$ cat src/rtl/mult_err_sweep_ctrl.sv
// Drives an exact and an approximate multiplier with identical operand pairs
// (exhaustive or LFSR sweep) and accumulates mismatch/error-distance statistics.
module mult_err_sweep_ctrl #(
    parameter int W     = 8,
    parameter int LAT   = 0,
    parameter int CNT_W = 32,
    parameter int SUM_W = 48
) (
    input  logic               clk,
    input  logic               rst,
    input  logic               start,
    input  logic               mode,
    input  logic [CNT_W-1:0]   num_samples,
    input  logic [2*W-1:0]     seed,
    output logic [W-1:0]       op_a,
    output logic [W-1:0]       op_b,
    input  logic [2*W-1:0]     exact_prod,
    input  logic [2*W-1:0]     approx_prod,
    output logic               busy,
    output logic               done,
    output logic [CNT_W-1:0]   sample_cnt,
    output logic [CNT_W-1:0]   err_cnt,
    output logic [SUM_W-1:0]   sum_ed,
    output logic [2*W-1:0]     max_ed
);
    localparam int PW = 2 * W;
    localparam int AW = ((SUM_W > PW) ? SUM_W : PW) + 1;
    localparam logic [AW-1:0] SUM_MAX = AW'({SUM_W{1'b1}});

    // Right-shift Galois toggle masks for maximal-length sequences.
    function automatic logic [PW-1:0] lfsr_taps();
        logic [63:0] m;
        case (PW)
            4:       m = 64'hC;
            6:       m = 64'h30;
            8:       m = 64'hB8;
            10:      m = 64'h240;
            12:      m = 64'hE08;
            14:      m = 64'h3802;
            16:      m = 64'hB400;
            20:      m = 64'h90000;
            24:      m = 64'hE10000;
            32:      m = 64'h80200003;
            default: m = (64'h1 << (PW - 1)) | 64'h1;
        endcase
        return m[PW-1:0];
    endfunction

    localparam logic [PW-1:0] TAPS = lfsr_taps();

    typedef enum logic [1:0] {IDLE, ISSUE, DRAIN, DONE} state_t;
    state_t state, state_nxt;

    logic             mode_q;
    logic [CNT_W-1:0] rem;
    logic [PW-1:0]    lfsr;
    logic [LAT:0]     vld_pipe;

    logic [PW-1:0] seed_eff, lfsr_step, ed;
    logic [AW-1:0] sum_wide;
    logic          accept, zero_run, last_pair, issue_more, issue, acc;

    assign seed_eff   = (seed == '0) ? PW'(1) : seed;
    assign lfsr_step  = lfsr[0] ? ((lfsr >> 1) ^ TAPS) : (lfsr >> 1);
    assign accept     = (state == IDLE) && start;
    assign zero_run   = mode && (num_samples == '0);
    // Exhaustive sweep ends on (max,max); random ends when the countdown hits 0.
    assign last_pair  = mode_q ? (rem == '0) : (&{op_a, op_b});
    assign issue_more = (state == ISSUE) && !last_pair;
    assign issue      = (accept && !zero_run) || issue_more;
    assign acc        = vld_pipe[LAT];

    assign ed       = (exact_prod >= approx_prod) ? (exact_prod - approx_prod)
                                                  : (approx_prod - exact_prod);
    assign sum_wide = AW'(sum_ed) + AW'(ed);

    assign busy = (state == ISSUE) || (state == DRAIN);
    assign done = (state == DONE);

    always_ff @(posedge clk or posedge rst) begin
        if (rst) state <= IDLE;
        else     state <= state_nxt;
    end

    always_comb begin
        state_nxt = state;
        case (state)
            IDLE:    if (start) state_nxt = zero_run ? DONE : ISSUE;
            ISSUE:   if (last_pair) state_nxt = DRAIN;
            DRAIN:   if (vld_pipe == '0) state_nxt = DONE;
            DONE:    state_nxt = IDLE;
            default: state_nxt = IDLE;
        endcase
    end

    always_ff @(posedge clk or posedge rst) begin
        if (rst) begin
            op_a     <= '0;
            op_b     <= '0;
            lfsr     <= PW'(1);
            mode_q   <= 1'b0;
            rem      <= '0;
            vld_pipe <= '0;
        end else begin
            vld_pipe <= (vld_pipe << 1) | (LAT+1)'(issue);
            if (accept) begin
                mode_q <= mode;
                rem    <= num_samples - CNT_W'(1);
                if (mode) begin
                    lfsr         <= seed_eff;
                    {op_a, op_b} <= seed_eff;
                end else begin
                    {op_a, op_b} <= '0;
                end
            end else if (issue_more) begin
                rem <= rem - CNT_W'(1);
                if (mode_q) begin
                    lfsr         <= lfsr_step;
                    {op_a, op_b} <= lfsr_step;
                end else begin
                    {op_a, op_b} <= {op_a, op_b} + PW'(1);
                end
            end
        end
    end

    // The valid pipe is always empty in IDLE, so clear and accumulate never collide.
    always_ff @(posedge clk or posedge rst) begin
        if (rst) begin
            sample_cnt <= '0;
            err_cnt    <= '0;
            sum_ed     <= '0;
            max_ed     <= '0;
        end else if (accept) begin
            sample_cnt <= '0;
            err_cnt    <= '0;
            sum_ed     <= '0;
            max_ed     <= '0;
        end else if (acc) begin
            sample_cnt <= sample_cnt + CNT_W'(1);
            err_cnt    <= err_cnt + CNT_W'(ed != '0);
            sum_ed     <= (sum_wide > SUM_MAX) ? '1 : sum_wide[SUM_W-1:0];
            if (ed > max_ed) max_ed <= ed;
        end
    end
endmodule

$ cat config.mk
export PLATFORM = sky130hd
export DESIGN_NAME = mult_err_sweep_ctrl
export DESIGN_NICKNAME = d
export VERILOG_FILES = /design/src/rtl/mult_err_sweep_ctrl.sv
export SDC_FILE = /design/constraint.sdc
export NUM_CORES = 1
export LEC_CHECK = 0
export CORE_MARGIN = 8
export CORE_UTILIZATION = 35
export DETAILED_ROUTE_END_ITERATION = 10
export SYNTH_ARGS = -nofsm -noshare
export SYNTH_HDL_FRONTEND = slang
export SYNTH_SLANG_ARGS = --single-unit
$ cat constraint.sdc
create_clock -name clk -period 7.2 [get_ports clk]
set_input_delay 1.44 -clock clk [delete_from_list [all_inputs] [get_ports clk]]
set_output_delay 1.44 -clock clk [all_outputs]
set_load 0.03 [all_outputs]
==> run_results.csv <==
group,metric,value,unit
synth,synth.most_common_cell,"nor2_1",
global_routing,gr-usage-all-layers,18.2,%
clocking,htreeDepth,4,
power,power_frac_clock,16.7,%
setup_path,worst-r2r-cell-count,12,
timing,rsz0062_at_grt,"false",
setup_path,startpoint_type,"input port",
global_routing,grt_max_degree,154,
synth,synthFlopType,"dfrtp_1",
clocking,post_cts_buffers,0,
synth,synth_cell_types,77,
floorplanning,die_w,212,um
global_routing,antenna_found_initial,0,
synth,synth-edff-count,0,
setup_path,critPathMostFrequentCell,"ha_1",
run,maxCapViolations,0,
power,powerDensity,343,mW/mm^2
setup_path,timing.rr.start,"state[0]",
timing,worst_pin_slew,0.971,ns
setup_path,cp_max_fo,10,
setup_path,crit_buf_inv,4,
drt,drtIter0Drc,767,
final_layout,area_delta_synth_final,25.9,%
timing,fmax,0.153,GHz
place,port_buffers,229,
run_status,status,"complete, no violations",
final_layout,drive_above_1_share,5.00,%
timing,period_share,91.0,%
drt,drc,0,
clocking,cts_tree,"done",
setup_path,cp.arrival,6.86,ns
synth,yosysTopAreaCellShare,36.3,%
power,power_switching,2700,uW
place,gp_congestion,0.952,
drt,wirelength,41700,um
floorplanning,num_rows,72,
drt,dr.pass1.iters,6,
floorplanning,coreArea,0.0383,sq mm
power,vdd_ir_drop_max,176,uV
timing,hold_violations,0,
timing,clock_skew,0.0124,ns
setup_path,cp_slowest_cell,"ha_1",
setup_path,reg2reg_slack,3.20,ns
setup_path,slowest_delay,0.50,ns
synth,synth_seq_area_share,36.5,%
place,dp.cells,2307,
timing,slew_headroom,35.2,%
final_layout,n_antenna_cell,0,
synth,yosys-top-cells-area,"dfrtp_1, ha_1, nor2_1",
power,intPower,3110,uW
clocking,cts_buffers,17,
drt,viasPerCell,5.34,
global_routing,grt_pass1_wl,66400,um
synth,async_flop_share,100,%
setup_path,crit_path_end_kind,"flop",
setup_path,required,7.51,ns
synth,synth_common_cells,"nor2_1, dfrtp_1, nand2_1, a21oi_1, o21ai_0",
synth,yosysTopAreaCell,"dfrtp_1",
timing,layout_min_cycle_time,6.55,ns
clocking,cts_resized,0,
clocking,clk_latency,0.45,ns
synth,synthesis.area,0.0134,sq mm
synth,syn_avg_cell_area,8.38,sq um
floorplanning,die-area,0.0450,sq mm
timing,tns,0,ns
timing,slew_violations,0,
floorplanning,io_pins,230,
synth,syn_nets,1765,
drt,wire_per_inst,17.8,um
drt,vias,12500,
power,seqPwrFrac,30.5,%
clocking,cts_hold_buf,0,
floorplanning,initial_core_util,35.1,%
synth,ys_ff_latch,196,
clocking,clockBufferDepth,2,
setup_path,worstSetupPathType,"input port to flop",
final_layout,final_cell_count_no_fill,2339,
timing,setup_viol,0,
setup_path,r2r-end,"rem[31]",
worst_hold_path,min_to,"lfsr[13]",
worst_hold_path,hold_class,"flop to flop",
worst_hold_path,worstHoldPathCells,2,
global_routing,overflow,0,
setup_path,crit_family,"simple AND/OR/NAND/NOR gates",
clocking,clk_pin_slew,0.08,ns
place,dp_hpwl,31000,um
power,pwr-share-comb,52.8,%
power,switching_share,46.4,%
floorplanning,die_h,212,um
global_routing,grt_pass1_vias,12100,
clocking,cts_root_buf,"clkbuf_16",
clocking,clock_sinks,196,
power,p_leak,0.00702,uW
final_layout,fin_nets,1969,
synth,yosysWarnings,0,
synth,synth_cells,1604,
worst_hold_path,min-delay-start,"lfsr[13]",
drt,ant_nets,0,
==> worst max path at each step <==
| stage | startpoint | endpoint | slack (ns) | depth (start not counted) |
|---|---|---|---|---|
| 2_1_floorplan | rst | acc | 0.42 | 1 |
| 5_1_grt | exact_prod[10] | err_cnt[28] | 0.006 | 25 |
| 3_5_place_dp | exact_prod[10] | err_cnt[28] | 0.16 | 25 |
| 3_3_place_gp | exact_prod[10] | err_cnt[24] | 0.33 | 25 |
| 4_1_cts | exact_prod[10] | err_cnt[26] | 0.64 | 25 |
| 6_report | exact_prod[10] | err_cnt[26] | 0.65 | 25 |
==> area by class of cell <==
class | count | area, sq um
clock inverter | 14 | 159
fill | 3761 | 21400
tap | 518 | 648
inverter | 80 | 308
multi-input combinational | 1252 | 7940
clock buffer | 18 | 429
sequential | 196 | 4910
timing repair buffer | 261 | 2540
==> per-layer routing <==
metal  routed length [um]  vias to the layer above  GRT usage [%]  share of wire (%)
li1                     -                     6118              -                  -
met1                18600                     5938           23.6                 45
met2                18800                      366           28.9                 45
met3                 3140                       60           4.97                7.5
met4                 1180                        0           6.57                2.8
met5                    0                        -              0                  0
==> tightest hold or removal path: cells and delay by family (launching register included) <==
family,cells,cell delay [ns]
AO/OA/AOI/OAI,1,0.06
AND/OR/NAND/NOR,1,0.05
flip-flops,1,0.37
==> state kept, by name, indices dropped and copies added, names as in the netlist <==
| register | flops |
|---|---|
| err_cnt | 32 |
| mode_q | 1 |
| sample_cnt | 32 |
| state | 2 |
| rem | 32 |
| acc | 1 |
| max_ed | 16 |
| sum_ed | 48 |
| op_b | 8 |
| op_a | 8 |
| lfsr | 16 |
==> stage by stage <==
stage | area, sq um | power [uW] | setup WS (ns) | hold slack (ns) | util [%]
2_1_floorplan | 13400 | 3800 | 0.421 | 0.470 | -
3_3_place_gp | 16300 | 4800 | 0.326 | 0.491 | 42.7
3_5_place_dp | 16300 | 4840 | 0.156 | 0.506 | 42.7
4_1_cts | 16900 | 5850 | 0.637 | 0.524 | 44.2
5_1_grt | 16900 | 6240 | 0.00575 | 0.569 | 44.2
6_report | 16900 | 5810 | 0.650 | 0.519 | 44.2
==> cell usage in the layout, fill, tap and decap left out, types with 6 or more instances in the layout <==
master,n
xnor2_1,67
o211ai_1,9
nor2b_1,8
mux2i_1,24
o31ai_1,8
xor2_1,67
and3_1,28
nor4_1,20
nand3_1,57
or3_1,22
inv_1,79
nor2_1,213
o21a_1,6
a311oi_1,10
a21oi_1,126
a211oi_1,32
and4_1,7
nand2_1,133
o21bai_1,8
clkdlybuf4s50_1,229
ha_1,74
nand4_1,30
and2_1,11
dfrtp_1,194
clkbuf_16,17
o21ai_0,86
nand2b_1,12
nor3_1,54
a31oi_1,31
buf_4,31
a21o_1,20
==> cell families after synthesis <==
kind of cell    Yosys count  share of synthesized area (%)
buf+inv                 156                           4.57
xor+xnor                134                           8.73
flops                   196                           36.5
compound gates          392                           18.8
mux                      29                           2.22
simple gates            620                           21.8
fa+ha+maj                77                           7.33
==> power by group through the flow <==
| stage | clock (uW) | sequential [uW] | combinational [uW] |
|---|---|---|---|
| floorplan | 0 | 1990 | 1800 |
| global placement | 0 | 1780 | 3020 |
| detailed placement | 0 | 1790 | 3050 |
| CTS | 1000 | 1770 | 3070 |
| global route | 1040 | 1820 | 3380 |
| finish | 970 | 1770 | 3060 |
No activity file was read; power rests on OpenSTA's default activity.
==> variant 1, RTL diff (same settings) <==
Encoding of `state_t`: now one-hot (4 bits for 4 states).
--- a/src/rtl/mult_err_sweep_ctrl.sv
+++ b/src/rtl/mult_err_sweep_ctrl.sv
@@ -48,7 +48,7 @@
 
     localparam logic [PW-1:0] TAPS = lfsr_taps();
 
-    typedef enum logic [1:0] {IDLE, ISSUE, DRAIN, DONE} state_t;
+    typedef enum logic [3:0] {IDLE = 4'b0001, ISSUE = 4'b0010, DRAIN = 4'b0100, DONE = 4'b1000} state_t;
     state_t state, state_nxt;
 
     logic             mode_q;
Formal check against the unedited RTL: no difference found for any inputs over 4 cycles, from zero or initial values and one cycle with rst high; so few cycles prove little.
==> variant 1 against the unedited design <==
Sequential cell count rose by 2. Power shrank 6.0%. Final area is 0.57% lower. Clock power is 7% higher. Synthesized cell count fell by 1.2%. Worst setup slack gained 0.035 ns. Wire length down 1.6%. Worst hold slack lost 0.014 ns. Synthesized area fell by 0.93%. Largest power group unchanged.
==> variant 1: results (changes against the unedited design) <==
[status]
status=finished, final reports clean  ; unchanged

[synthesis]
synth_top_area_share_pct=36.8  ; was 36.3%
synth_fp_nets=1740  ; was 1765
synth_cell_types=66  ; was 77
synthTopCellsByArea=dfrtp_1 (37%), ha_1 (6.5%), nor2_1 (5.9%), xor2_1 (4.9%), xnor2_1 (4.5%)  ; was dfrtp_1 (36%), ha_1 (6.9%), nor2_1 (5.9%), a21oi_1 (4.7%), xnor2_1 (4.4%)
ys_top_cells_by_count=nor2_1 (208), dfrtp_1 (196), nand2_1 (120), o21ai_0 (112), a21oi_1 (111)  ; was nor2_1 (213), dfrtp_1 (195), nand2_1 (134), a21oi_1 (126), o21ai_0 (86)

[detailed_routing]
drt_wl_total_mm=41.1  ; was 41.7 mm
m1WireLength_mm=18.3  ; was 18.6 mm
routed-wl-met3_mm=2.33  ; was 3.14 mm
drt_iter0_markers=755  ; was 767
dr_total_vias=12221  ; was 12482
wl_met2_mm=19.6  ; was 18.8 mm

[global_routing]
grt_pass1_wl_mm=65.9  ; was 66.4 mm
gr-usage-met3_pct=4.07  ; was 4.97%
track_usage_pct=18.2  ; about the same
grt_max_degree=126  ; was 154

[power_and_ir_drop]
max-vdd-ir-drop_mv=0.210  ; was 0.176 mV
seqPwrFrac_pct=31.5  ; was 30.5%
power_leakage_nw=6.93  ; was 7.02 nW
swShare_pct=44.3  ; was 46.4%
p_clk_share_pct=19.0  ; was 16.7%

[critical_path]
worstPathArrival_ns=6.84  ; was 6.86 ns
r2r_slack_ns=3.36  ; was 3.20 ns
reg2reg_to=rem[30]$_DFFE_PP0P_  ; was rem[31]$_DFFE_PP0P_
cp_max_fo=15  ; was 10
rr_worst_depth=8  ; was 12

[placement]
place_inst=2271  ; was 2307
dp_hpwl_mm=30.6  ; was 31.0 mm
place.gp.congestion=0.871  ; was 0.952
place_area_sq_mm=0.0162  ; was 0.0163 sq mm
place_ws_ns=0.174  ; was 0.156 ns

[sta]
period_share_pct=90.5  ; was 91.0%
fin_skew_ns=0.0137  ; was 0.0124 ns

[min_path]
hold_start=lfsr[11]$_DFFE_PP0P_  ; was lfsr[13]$_DFFE_PP0P_
hold_end=lfsr[11]$_DFFE_PP0P_  ; was lfsr[13]$_DFFE_PP0P_

[final_layout]
stdcell_count=2303  ; was 2339
fillers=3732  ; was 3761

## variant 1: worst max-delay path by stage
stage                        from                      end  depth (start not counted)
floorplan                     rst            acc$_DFF_PP0_                          1
global placement    exact_prod[0]  err_cnt[29]$_DFFE_PP0P_                         25
detailed placement  exact_prod[0]  err_cnt[29]$_DFFE_PP0P_                         25
CTS                 exact_prod[3]  err_cnt[29]$_DFFE_PP0P_                         23
global route        exact_prod[3]  err_cnt[29]$_DFFE_PP0P_                         23
finish              exact_prod[5]  err_cnt[29]$_DFFE_PP0P_                         23
## variant 1: critical path, stage by stage
cell             delay [ns]
clkdlybuf4s50_1        0.48
inv_1                  0.05
ha_1                   0.39
a211oi_1               0.29
o21bai_2               0.13
o31ai_1                0.44
a311oi_4               0.21
buf_12                 0.22
mux2i_1                0.13
xor2_1                 0.16
or4_1                  0.54
or3_1                  0.32
or4_1                  0.51
ha_1                   0.22
nand4_1                0.16
or3_1                  0.19
nor2_1                 0.10
and2_1                 0.18
and3_1                 0.19
and2_1                 0.19
nand4_1                0.11
xor2_1                 0.14
nor2_1                 0.05
## variant 1: kinds of logic (layout without fill, tap and decap cells)
| kind of cell | Yosys count | count (layout) | synth area share (%) |
|---|---|---|---|
| buffers and inverters | 153 | 361 | 4.39 |
| and+or+nand+nor | 591 | 591 | 20.9 |
| DFF | 198 | 198 | 37.2 |
| xor gates and xnor gates | 143 | 143 | 9.40 |
| adders and majority gates | 72 | 72 | 6.93 |
| muxes | 49 | 49 | 3.72 |
| AOI/OAI and AO/OA | 378 | 378 | 17.4 |
## variant 1: layout make-up
type                    count  area (sq um)  share of cell area, %
flip-flops and latches    198          4960                   29.4
clock buffers              21           480                   2.85
well taps                 511           639                   3.80
repair buffers            252          2500                   14.9
clock inverters            11           155                  0.921
multi-input cells        1233          7810                   46.4
inverters                  77           297                   1.76
==> variant 2, RTL diff (same settings) <==
Without the edit above. `LAT`: 0 -> 1.
--- a/src/rtl/mult_err_sweep_ctrl.sv
+++ b/src/rtl/mult_err_sweep_ctrl.sv
@@ -2,7 +2,7 @@
 // (exhaustive or LFSR sweep) and accumulates mismatch/error-distance statistics.
 module mult_err_sweep_ctrl #(
     parameter int W     = 8,
-    parameter int LAT   = 0,
+    parameter int LAT   = 1,
     parameter int CNT_W = 32,
     parameter int SUM_W = 48
 ) (
Formal check against the unedited RTL: not equivalent (a bounded check fails within 4 cycles, from zero or initial values and one cycle with rst high).
==> variant 2 against the unedited design <==
Sequential cell count grew 1. Count of clock-buffer cells in the layout grew 1. Synthesized area grew 0.84%. Critical endpoint is now sum_ed[38]$_DFFE_PP0P_. Worst setup slack lost 0.0055 ns. Die area grew 0.78%. Register-to-register slack lost 0.47 ns. Critical path depth shrank 4. Non-clock buffer count shrank 7. Final area grew 0.34%. Power shrank 25%. Wire length grew 2.0%. Sequential share of layout area is essentially flat.
==> variant 2: results (changes against the unedited design) <==
[detailed_routing]
drt-pass1-iter-count=5  ; was 6
vias_per_cell=5.41  ; was 5.34
wl_per_cell_um=18.2  ; was 17.8 um
drt_iter0_markers=874  ; was 767
drt_wl_total_mm=42.6  ; was 41.7 mm

[clocking]
htreeDepth=4  ; unchanged
ctsResizeCount=0  ; unchanged
post-cts-setup-buffers=0  ; unchanged
clockBufferDepth=2  ; unchanged
cts_root_buffer=clkbuf_16  ; unchanged
clk_latency_ns=0.45  ; about the same

[global_routing]
track_usage_pct=18.5  ; was 18.2%
grt_max_degree=94  ; was 154
antenna_found_initial=0  ; unchanged
grt_pass1_vias=12561  ; was 12139
grt_pass1_wl_mm=67.7  ; was 66.4 mm
gr-total-overflow=0  ; unchanged

[critical_path]
cp_max_fo=16  ; was 10
worstPathArrival_ns=6.90  ; was 6.86 ns

[final_layout]
antenna_cells=0  ; unchanged
top_register=sum_ed  ; unchanged
nets=1973  ; was 1969
largest_reg_flops=48  ; unchanged
drive_gt1_share_pct=4.93  ; was 5.00%

[placement]
place.gp.congestion=0.888  ; was 0.952
port_buffers=229  ; unchanged
place_inst=2311  ; was 2307
place_area_sq_mm=0.0164  ; was 0.0163 sq mm
dp_hpwl_mm=32.0  ; was 31.0 mm

[synthesis]
synth-main-ff-cell=dfrtp_1  ; unchanged
synth_fp_nets=1777  ; was 1765
synthAdderAreaFrac_pct=7.27  ; was 7.33%
ys_top_cells_by_count=nor2_1 (216), dfrtp_1 (196), nand2_1 (126), a21oi_1 (120), o21ai_0 (94)  ; was nor2_1 (213), dfrtp_1 (195), nand2_1 (134), a21oi_1 (126), o21ai_0 (86)
syn_inst=1616  ; was 1604
yosysWarnings=0  ; unchanged
synthTopCellsByArea=dfrtp_1 (36%), ha_1 (6.8%), nor2_1 (6.0%), xor2_1 (4.9%), a21oi_1 (4.4%)  ; was dfrtp_1 (36%), ha_1 (6.9%), nor2_1 (5.9%), a21oi_1 (4.7%), xnor2_1 (4.4%)
synth-seq-area-share_pct=36.4  ; was 36.5%
synthMuxAreaShare_pct=2.88  ; was 2.22%
synth_compound_area_share_pct=18.5  ; was 18.8%
synth_xor_xnor_area_share_pct=8.98  ; was 8.73%
synthArstFlopShare_pct=100  ; unchanged
synth_cell_types=79  ; was 77

[sta]
fin_skew_ns=0.0120  ; was 0.0124 ns
relSlewSlack_pct=30.3  ; was 35.2%

[power_and_ir_drop]
power_leakage_nw=7.24  ; was 7.02 nW
swShare_pct=40.0  ; was 46.4%
max-vdd-ir-drop_mv=0.171  ; was 0.176 mV

[status]
status=finished, final reports clean  ; unchanged

[min_path]
hp-class=reg2reg  ; unchanged

-- variant 2: logic make-up (layout without fill, tap and decap cells) --
kind of cell	count (synthesis)	in the layout
xor gates and xnor gates	139	139
muxes	37	37
DFF	197	197
adders and majority gates	77	77
and+or+nand+nor	612	612
buffers and inverters	153	362
AOI/OAI and AO/OA	401	401
-- variant 2: power groups by stage --
stage / sequential, mW / combinational [mW] / clock (mW)
2_1_floorplan: 1.62 / 1.03 / 0
3_3_place_gp: 1.41 / 1.93 / 0
3_5_place_dp: 1.42 / 1.95 / 0
4_1_cts: 1.40 / 1.96 / 1.02
5_1_grt: 1.42 / 2.15 / 1.06
6_report: 1.40 / 1.95 / 0.989
-- variant 2: stage by stage --
stage | setup slack (ns) | hold slack, ns | utilization [%]
after global routing | 0.211 | 0.396 | 44.2
after global placement | 0.378 | 0.360 | 42.6
after CTS | 0.723 | 0.377 | 44.2
final | 0.645 | 0.375 | 44.2
after floorplan | 0.393 | 0.349 | -
after detailed placement | 0.264 | 0.360 | 42.6
-- variant 2: worst paths after layout --
check | startpoint | endpoint | slack (ns) | cells past startpoint
worst max register to register | state[0]$_DFFE_PP0P_ | rem[28]$_DFFE_PP0P_ | 2.73 | 12
worst min-delay path | vld_pipe[0]$_DFF_PP0_ | vld_pipe[1]$_DFF_PP0_ | 0.37 | 0
worst min register to register | vld_pipe[0]$_DFF_PP0_ | vld_pipe[1]$_DFF_PP0_ | 0.37 | 0
max in group asynchronous | rst | err_cnt[20]$_DFFE_PP0P_ | 4.47 | 3
min in group asynchronous | rst | max_ed[8]$_DFFE_PP0P_ | 1.53 | 2
worst max-delay path | exact_prod[7] | sum_ed[38]$_DFFE_PP0P_ | 0.64 | 21
-- variant 2: routing by layer --
layer  routed length [um]  GRT usage, %  up-vias
met5                    0             0        -
met4                  900          6.31        0
met3                 2690          4.02       50
met2                20100          29.9      336
met1                18900          24.1     6129
li1                     -             -     6158
-- variant 2: final cells by class --
class                      instances  area [sq um]
clock buffer                      19           453
clock inverter                    13           135
fill                            3819         21500
inverter                          76           293
multi-input combinational       1266          8050
sequential                       197          4930
tap                              518           648
timing repair buffer             254          2480
-- variant 2: worst max-delay path, stage by stage --
cell and delay, ns:
clkdlybuf4s50_1 0.48, inv_1 0.05, ha_1 0.41, a21oi_1 0.31, o211ai_1 0.16, a311oi_1 0.46, a22oi_1 0.13, buf_4 0.23
o31ai_1 0.29, xnor2_1 0.20, ha_1 0.32, inv_1 0.07, o21bai_1 0.28, a211oi_1 0.16, o31ai_1 0.27, buf_4 0.18
a221o_1 0.22, nand2_1 0.21, nor3_1 0.58, a21oi_1 0.15, a311oi_1 0.30
